## config.mk

```make
export PLATFORM = sky130hd
export DESIGN_NAME = cmd_sequencer
export DESIGN_NICKNAME = d
export VERILOG_FILES = /design/src/rtl/cmd_sequencer.sv
export SDC_FILE = /design/constraint.sdc
export NUM_CORES = 1
export LEC_CHECK = 0
export ABC_AREA = 1
export CORE_UTILIZATION = 40
export CTS_CLUSTER_SIZE = 16
export DETAILED_ROUTE_END_ITERATION = 16
export DONT_BUFFER_PORTS = 1
export PLACE_DENSITY = 0.55
export SYNTH_ARGS = -nofsm -noshare
export SYNTH_HDL_FRONTEND = slang
export SYNTH_SLANG_ARGS = --single-unit
```

## constraint.sdc

```tcl
create_clock -name clk -period 2.9 [get_ports clk]
set_input_delay 0.435 -clock clk [delete_from_list [all_inputs] [get_ports clk]]
set_output_delay 0.435 -clock clk [all_outputs]
set_load 0.02 [all_outputs]
```

## src/rtl/cmd_sequencer.sv

```systemverilog
// Command sequencer: queues 16-bit commands and plays them to RemoteComm one at a time,
// checking each response. Define CMD_SEQUENCER_RETRY_EN to allow one resend per failed command.
module cmd_sequencer #(
    parameter int         DEPTH    = 8,
    parameter int         TIMEOUT  = 1000000,
    parameter logic [7:0] RESP_ACK = 8'hA5
) (
    input  logic        clk,
    input  logic        rst,
    input  logic        wr_cmd,
    input  logic [15:0] wr_data,
    output logic        full,
    output logic        empty,
    input  logic        start,
    input  logic        abort,
    output logic        busy,
    output logic        done,
    output logic        err,
    output logic [1:0]  err_code,
    output logic [7:0]  cmds_done,
    output logic [15:0] cmd,
    output logic        send_cmd,
    input  logic        cmd_sent,
    input  logic        resp_rdy,
    input  logic [7:0]  resp,
    output logic        clr_rx_rdy
);

    localparam int AW = (DEPTH > 1) ? $clog2(DEPTH) : 1;
    localparam int TW = $clog2(TIMEOUT + 1);

    typedef enum logic [2:0] {
        S_IDLE, S_POP, S_SEND, S_WAIT_SENT, S_WAIT_RESP, S_CHECK, S_FIN, S_ERR
    } state_t;

    state_t        state_q, state_d;
    logic [15:0]   mem_q [DEPTH];
    logic [AW-1:0] wr_ptr_q, wr_ptr_d, rd_ptr_q, rd_ptr_d;
    logic [AW:0]   count_q, count_d;
    logic [15:0]   cmd_q, cmd_d;
    logic [7:0]    resp_q, resp_d;
    logic [TW-1:0] timer_q, timer_d;
    logic          err_q, err_d;
    logic [1:0]    err_code_q, err_code_d;
    logic [7:0]    cmds_done_q, cmds_done_d;
    logic          retry_q, retry_d;
    logic          push, pop, flush, fail, wr_en;
    logic [1:0]    fail_code;

    assign full  = (count_q == (AW+1)'(DEPTH));
    assign empty = (count_q == '0);
    assign push  = wr_cmd && !full;
    assign wr_en = push && !flush;

    // State and datapath register.
    always_ff @(posedge clk) begin
        if (rst) begin
            state_q     <= S_IDLE;
            wr_ptr_q    <= '0;
            rd_ptr_q    <= '0;
            count_q     <= '0;
            cmd_q       <= '0;
            resp_q      <= '0;
            timer_q     <= '0;
            err_q       <= 1'b0;
            err_code_q  <= 2'b00;
            cmds_done_q <= '0;
            retry_q     <= 1'b0;
        end else begin
            state_q     <= state_d;
            wr_ptr_q    <= wr_ptr_d;
            rd_ptr_q    <= rd_ptr_d;
            count_q     <= count_d;
            cmd_q       <= cmd_d;
            resp_q      <= resp_d;
            timer_q     <= timer_d;
            err_q       <= err_d;
            err_code_q  <= err_code_d;
            cmds_done_q <= cmds_done_d;
            retry_q     <= retry_d;
        end
    end

    always_ff @(posedge clk) begin
        if (wr_en) mem_q[wr_ptr_q] <= wr_data;
    end

    // Next-state logic; abort outranks every other transition.
    always_comb begin
        state_d     = state_q;
        cmd_d       = cmd_q;
        resp_d      = resp_q;
        timer_d     = timer_q;
        err_d       = err_q;
        err_code_d  = err_code_q;
        cmds_done_d = cmds_done_q;
        retry_d     = retry_q;
        pop         = 1'b0;
        flush       = 1'b0;
        fail        = 1'b0;
        fail_code   = 2'b00;
        if (abort && state_q != S_IDLE) begin
            state_d = S_IDLE;
            flush   = 1'b1;
        end else begin
            case (state_q)
                S_IDLE: begin
                    if (start && !empty) begin
                        state_d     = S_POP;
                        err_d       = 1'b0;
                        err_code_d  = 2'b00;
                        cmds_done_d = '0;
                    end
                end
                S_POP: begin
                    cmd_d   = mem_q[rd_ptr_q];
                    pop     = 1'b1;
                    retry_d = 1'b0;
                    state_d = S_SEND;
                end
                S_SEND: begin
                    timer_d = '0;
                    state_d = S_WAIT_SENT;
                end
                S_WAIT_SENT: begin
                    if (cmd_sent) begin
                        timer_d = '0;
                        state_d = S_WAIT_RESP;
                    end else if (timer_q == TW'(TIMEOUT - 1)) begin
                        fail      = 1'b1;
                        fail_code = 2'b01;
                    end else begin
                        timer_d = timer_q + 1'b1;
                    end
                end
                S_WAIT_RESP: begin
                    if (resp_rdy) begin
                        resp_d  = resp;
                        state_d = S_CHECK;
                    end else if (timer_q == TW'(TIMEOUT - 1)) begin
                        fail      = 1'b1;
                        fail_code = 2'b01;
                    end else begin
                        timer_d = timer_q + 1'b1;
                    end
                end
                S_CHECK: begin
                    if (resp_q == RESP_ACK) begin
                        if (cmds_done_q != 8'hFF) cmds_done_d = cmds_done_q + 8'd1;
                        state_d = empty ? S_FIN : S_POP;
                    end else begin
                        fail      = 1'b1;
                        fail_code = 2'b10;
                    end
                end
                S_FIN:   state_d = S_IDLE;
                S_ERR: begin
                    flush   = 1'b1;
                    state_d = S_IDLE;
                end
                default: state_d = S_IDLE;
            endcase
        end
        if (fail) begin
`ifdef CMD_SEQUENCER_RETRY_EN
            if (!retry_q) begin
                retry_d = 1'b1;
                state_d = S_SEND;
            end else begin
                state_d    = S_ERR;
                err_d      = 1'b1;
                err_code_d = fail_code;
            end
`else
            state_d    = S_ERR;
            err_d      = 1'b1;
            err_code_d = fail_code;
`endif
        end
    end

    // FIFO pointers; a flush discards any push arriving in the same cycle.
    always_comb begin
        wr_ptr_d = wr_ptr_q;
        rd_ptr_d = rd_ptr_q;
        count_d  = count_q;
        if (flush) begin
            rd_ptr_d = wr_ptr_q;
            count_d  = '0;
        end else begin
            if (push) wr_ptr_d = wr_ptr_q + 1'b1;
            if (pop)  rd_ptr_d = rd_ptr_q + 1'b1;
            if (push && !pop)      count_d = count_q + 1'b1;
            else if (pop && !push) count_d = count_q - 1'b1;
        end
    end

    always_comb begin
        send_cmd   = (state_q == S_SEND);
        clr_rx_rdy = (state_q == S_CHECK);
        done       = (state_q == S_FIN);
        busy       = (state_q != S_IDLE);
        cmd        = cmd_q;
        err        = err_q;
        err_code   = err_code_q;
        cmds_done  = cmds_done_q;
    end

endmodule

```

# Word level (Yosys, flattened, before mapping)
# Memories as Yosys holds them, arrays and structs flattened. A register that Yosys moved wholly into a read port is not among the register bits.
# Cells that the tools add are included.
# Widths: inputs -> output; s select.
[word_totals]
ff_bits = 52
mem_bits_rw = 128
inputBits = 31
output_inout_bits = 33
wordCells = 113
n_memories = 1
[classes]
add_sub_neg = 6
eq_ne = 20
mux = 46
n_bitwise = 2
reduce_logical = 29
[memory_table]
columns = ["name", "depth", "word_bits", "rd", "rd_ports_with_merged_regs", "write_ports", "line", "source"]
rows = [
  ["mem_q", 8, 16, 1, 1, 1, "37", "logic [15:0] mem_q [DEPTH];"],
]
[ops]
columns = ["cell", "n"]
rows = [
  ["$mux 20", 3],
  ["$pmux 20 s3", 1],
  ["$mux 3", 9],
  ["$mux 8", 3],
  ["$pmux 3 s7", 1],
  ["$add 20x1->20 const B", 1],
  ["$eq 20x20->1 const B", 1],
  ["$mux 1", 17],
  ["$pmux 8 s2", 1],
  ["$mux 2", 7],
  ["$eq 3x3->1 const B", 4],
  ["$ne 4x4->1 const B", 3],
  ["$reduce_bool 2->1", 5],
  ["$reduce_and 3->1", 3],
  ["$add 8x1->8 const B", 1],
  ["$eq 8x8->1 const B", 1],
  ["$mux 4", 2],
  ["$ne 8x8->1 const B", 1],
  ["$add 3x1->3 const B", 2],
  ["$eq 3x2->1 const B", 2],
  ["$logic_and 1x1->1", 6],
  ["$ne 2x2->1 const B", 3],
  ["$pmux 2 s3", 1],
  ["$reduce_bool 3->1", 2],
  ["other kinds (15)", 23],
]

# Logic depth before layout (Yosys ltp)
[logic_depth]
word_depth = 7
mapped_depth = 14
depth_no_buf = 13

# Worst setup path before layout
# No wires, ideal clock.
[synth_timing]
kind = "register -> register"
from = "register state_q[0]"
to = "memory mem_q[1][0], enable pin"
setup_ns = 0.388
arrival_time_ns = 1.981
required_time_ns = 2.512
path_slack_ns = 0.531
stages_incl_launch_ff = 11
n_path_buf = 1
period_less_slack_ns = 2.369
cell_sequence = "dfxtp_1 > buf_6 > nor2_2 > nand2_2 > nand2_4 > o21ai_2 > nor2_1 > inv_1 > nor2_1 > inv_1 > nor2_1"
[synth_via]
elab_chain_len = 7
elab_cells_between_ends = 9
classes_between = "eq/ne (1); mux (4); reduce/logical (4)"
[synth_rtl]
columns = ["element", "line", "source"]
rows = [
  ["start: declaration", "36", "state_t state_q, state_d;"],
  ["start signal: assignment", "70", "state_q <= state_d;"],
  ["$reduce_bool 3->1", "--", ""],
  ["net busy", "16", "output logic busy,"],
  ["$logic_and 1x1->1", "102", "if (abort && state_q != S_IDLE) begin"],
  ["$mux 1", "102", ""],
  ["$logic_not 1->1", "53", "assign wr_en = push && !flush;"],
  ["$logic_and 1x1->1", "53", ""],
  ["$mux 1", "85", "if (wr_en) mem_q[wr_ptr_q] <= wr_data;"],
  ["$mux 1 (not written as such)", "85", ""],
  ["end: declaration", "37", ""],
]
# The timed path passes the listed nets, and every way through them passes these cells.

# Worst setup path after layout
[layout_timing]
from = "register state_q[0]"
to = "memory mem_q[1][15], enable pin"
# Same word-level chain as after synthesis.

==> results.sh <==
export IMPL_post_route_period_util_pct=77.40
export IMPL_path_clk_slew_ps=70
export IMPL_setup_viol=0
export IMPL_critPathLaunchType="register"
export IMPL_yosys_mux_area_fraction_pct=0
export IMPL_min_from="rst"
export IMPL_root_buffer="clkbuf_16"
export IMPL_place_port_buffers=0
export IMPL_maxSlewHeadroom_pct=55.16
export IMPL_routedWlPerCell_microns=16.19
export IMPL_p_per_area_nw_per_um2=796.7
export IMPL_hpwl_microns=12420
export IMPL_crit_chain="nor2_2 -> nand2_2 -> nand2_4 -> o21ai_2 -> nor2_1 -> inv_1 -> nor2_1 -> inv_1 -> nor2_2 -> buf_4"
export IMPL_vias_per_cell=5.089
export IMPL_synthSimpleGateAreaFrac_pct=19.46
export IMPL_status="finished clean"
export IMPL_die_w_microns=148.5
export IMPL_ys_seq_area_share_pct=60.65
export IMPL_htreeDepth=4
export IMPL_hold_ws_ps=79.22
export IMPL_max_freq_ghz=0.4455
export IMPL_post_cts_buffers=0
export IMPL_fin_tns_setup_ps=0
export IMPL_ctsResizeCount=0
export IMPL_cts_hold_buf=0
export IMPL_cts_tree="done"
export IMPL_cpPeakStageDelay_ps=420
export IMPL_p_leak_nw=3.330
export IMPL_hold_viol=0
export IMPL_coreArea_sq_um=21020
export IMPL_path_buf_inv=3
export IMPL_synthCells=907
export IMPL_synthAdderAreaFrac_pct=1.254
export IMPL_skew_ps=12.82
export IMPL_place_congestion=0.8865
export IMPL_seq_power_share_pct=46.0
export IMPL_drive_gt1_share_pct=9.426
export IMPL_final_min_clock_period_ps=2245
export IMPL_cts_sinks=196
export IMPL_synth_seq_cells=196
export IMPL_grtUsageTotal_pct=18.32
export IMPL_grt_pass1_wl_microns=31020
export IMPL_die_y_microns=148.5
export IMPL_crit_family="simple AND/OR/NAND/NOR gates"
export IMPL_antenna_found_initial=0
export IMPL_grt_max_degree=66
export IMPL_overflow=0
export IMPL_switchingPower_mw=2.534
export IMPL_num_rows=53
export IMPL_area_delta_synth_final_pct=10.88
export IMPL_drt_iter0_drc=414
export IMPL_dp_cells=1166
export IMPL_tightest_slew_ps=672.6
export IMPL_vias=6097
export IMPL_nNetsFinal=949
export IMPL_ir_drop_uv=411.6
export IMPL_cts_buffers=17
export IMPL_grt_pass1_vias=5901
export IMPL_p_int_mw=5.047
export IMPL_dieArea_sq_um=22040
export IMPL_clkPwrFrac_pct=31.0
export IMPL_arrival_ps=2350
export IMPL_switching_share_pct=33.42
export IMPL_final_cells=1198
export IMPL_crit_reg2reg_launch="state_q[0]"
export IMPL_synth_compound_area_share_pct=12.44
export IMPL_antenna_cells=0
export IMPL_syn_area_sq_um=8582
export IMPL_synth_top_family_by_area="simple AND/OR/NAND/NOR gates"
export IMPL_crit_required_ps=3000
export IMPL_cpMaxStageDelayCell="dfxtp_1"
export IMPL_syn_num_nets=946
export IMPL_initial_core_util_pct=40.82
export IMPL_criticalPathCategory="register to register"
export IMPL_drc=0
export IMPL_io_pins=64
export IMPL_cp_max_fo=16
export IMPL_synth_cell_type_count=41
export IMPL_syn_avg_cell_area_sq_um=9.462
export IMPL_rsz0062_at_grt="no"
export IMPL_routed_wl_microns=19390
export IMPL_comb_power_share_pct=23.0
export IMPL_cts_buffer_depth=2
export IMPL_fin_util_pct=45.27
export IMPL_hp_class="primary input to register"
export IMPL_worst_skew_pair_late_latency_ps=430
export IMPL_final_antenna_net_count=0
export IMPL_crit_start="state_q[0]"
export IMPL_synth_xor_area_share_pct=1.021
export IMPL_cap_violations=0
export IMPL_yosysWarnings=0
export IMPL_cp_end_kind="register"
export IMPL_firstDrtPassIters=7
export IMPL_total_power_mw=7.581
export IMPL_slew_violations=0
==> final timing paths <==
kind	end	slack, ps	cells after the start
max	mem_q[1][15]	660	10
min	cmds_done[7]	80	1
max reg2reg	mem_q[1][15]	660	10
min reg2reg	resp_q[7]	450	2
==> final cells by class <==
class	instances	area (sq um)
clock buffers	19	432.9
inverters	73	279.0
fillers	2004	11510
well taps	275	344.1
clock inverters	13	146.4
repair buffers	20	150.1
flip-flops and latches	196	5207
multi-input cells	602	2955
==> Yosys cell counts, drive strengths merged <==
| library cell | instances | share of area (%) |
|---|---|---|
| clkbuf | 20 | 0.87 |
| inv | 71 | 3.2 |
| nor3b | 1 | 0.15 |
| xnor2 | 2 | 0.20 |
| nand3b | 1 | 0.088 |
| and2 | 1 | 0.073 |
| or2 | 1 | 0.073 |
| o21ai | 98 | 5.8 |
| a21oi | 53 | 3.1 |
| a21o | 1 | 0.088 |
| nor3 | 7 | 0.54 |
| clkinv | 2 | 0.088 |
| edfxtp | 128 | 45 |
| nor2 | 175 | 7.9 |
| buf | 16 | 1.0 |
| nand4 | 14 | 1.0 |
| a21boi | 1 | 0.13 |
| a31oi | 2 | 0.15 |
| dfxtp | 68 | 16 |
| a31o | 1 | 0.10 |
| nand3 | 42 | 2.7 |
| fa | 1 | 0.23 |
| xor2 | 8 | 0.82 |
| a221oi | 1 | 0.10 |
| nand2 | 151 | 7.0 |
| o21bai | 1 | 0.088 |
| ha | 7 | 1.0 |
| o211ai | 33 | 2.9 |
==> per-layer routing <==
layer | routed length, microns | vias to the layer above | part of all wire (%) | global-route usage (%)
met3 | 825 | 19 | 4.3 | 3.405
li1 | - | 3090 | - | -
met1 | 9113 | 2868 | 47 | 23.93
met4 | 286 | 0 | 1.5 | 6.082
met5 | 0 | - | 0 | 0
met2 | 9164 | 120 | 47 | 30.54
==> power groups by stage <==
| stage | Clock, mW | Combinational, mW | Sequential [mW] |
|---|---|---|---|
| after floorplan | 0 | 1.40 | 3.48 |
| after global placement | 0 | 1.78 | 3.54 |
| after detailed placement | 0 | 1.78 | 3.55 |
| after CTS | 2.41 | 1.78 | 3.48 |
| after global routing | 2.52 | 2.00 | 3.52 |
| final | 2.35 | 1.75 | 3.48 |
==> state kept, by name, indices dropped and copies added, names as in the netlist <==
name	flops
mem_q	128
timer_q	20
cmd	16
cmds_done	8
resp_q	8
count_q	4
rd_ptr_q	3
state_q	3
wr_ptr_q	3
err_code	2
err	1
==> cell usage in the layout (no fill, tap or decap), types with 2 or more instances in the layout <==
cell | netlist | layout
xnor2_1 | 2 | 2
nand2_2 | 6 | 6
nor2_2 | 1 | 10
edfxtp_1 | 128 | 128
a31oi_1 | 2 | 2
nor3_1 | 6 | 6
clkinv_1 | 2 | 3
clkbuf_16 | 0 | 17
nand3_2 | 2 | 2
inv_4 | 2 | 2
o21ai_0 | 96 | 96
buf_4 | 1 | 20
dfxtp_1 | 68 | 66
dfxtp_2 | 0 | 2
inv_6 | 0 | 5
nand2_1 | 143 | 143
nand4_1 | 14 | 14
o21ai_2 | 2 | 2
xor2_1 | 8 | 8
inv_2 | 4 | 5
a21oi_1 | 53 | 53
bufinv_16 | 0 | 2
ha_1 | 7 | 7
clkbuf_1 | 20 | 2
nor2_4 | 2 | 2
nand2_4 | 2 | 2
nand3_1 | 39 | 39
clkinv_4 | 0 | 3
nor2_1 | 172 | 163
inv_1 | 65 | 64
o211ai_1 | 33 | 33
==> logic make-up (layout without fill, tap and decap cells) <==
| kind of cell | after synthesis | count (layout) |
|---|---|---|
| AO/OA/AOI/OAI | 191 | 191 |
| XOR/XNOR | 10 | 10 |
| buffers and inverters | 109 | 125 |
| adder cells (fa/ha/maj) | 8 | 8 |
| flip-flops | 196 | 196 |
| AND/OR/NAND/NOR | 393 | 393 |
==> stage by stage <==
stage	setup WS [ps]	area (sq um)
after detailed placement	660.3	8936
after floorplan	530.8	8582
final	655.4	9515
after global placement	729.4	8936
after CTS	639.2	9515
after global routing	413.8	9515
No activity file was read; power rests on OpenSTA's default activity.
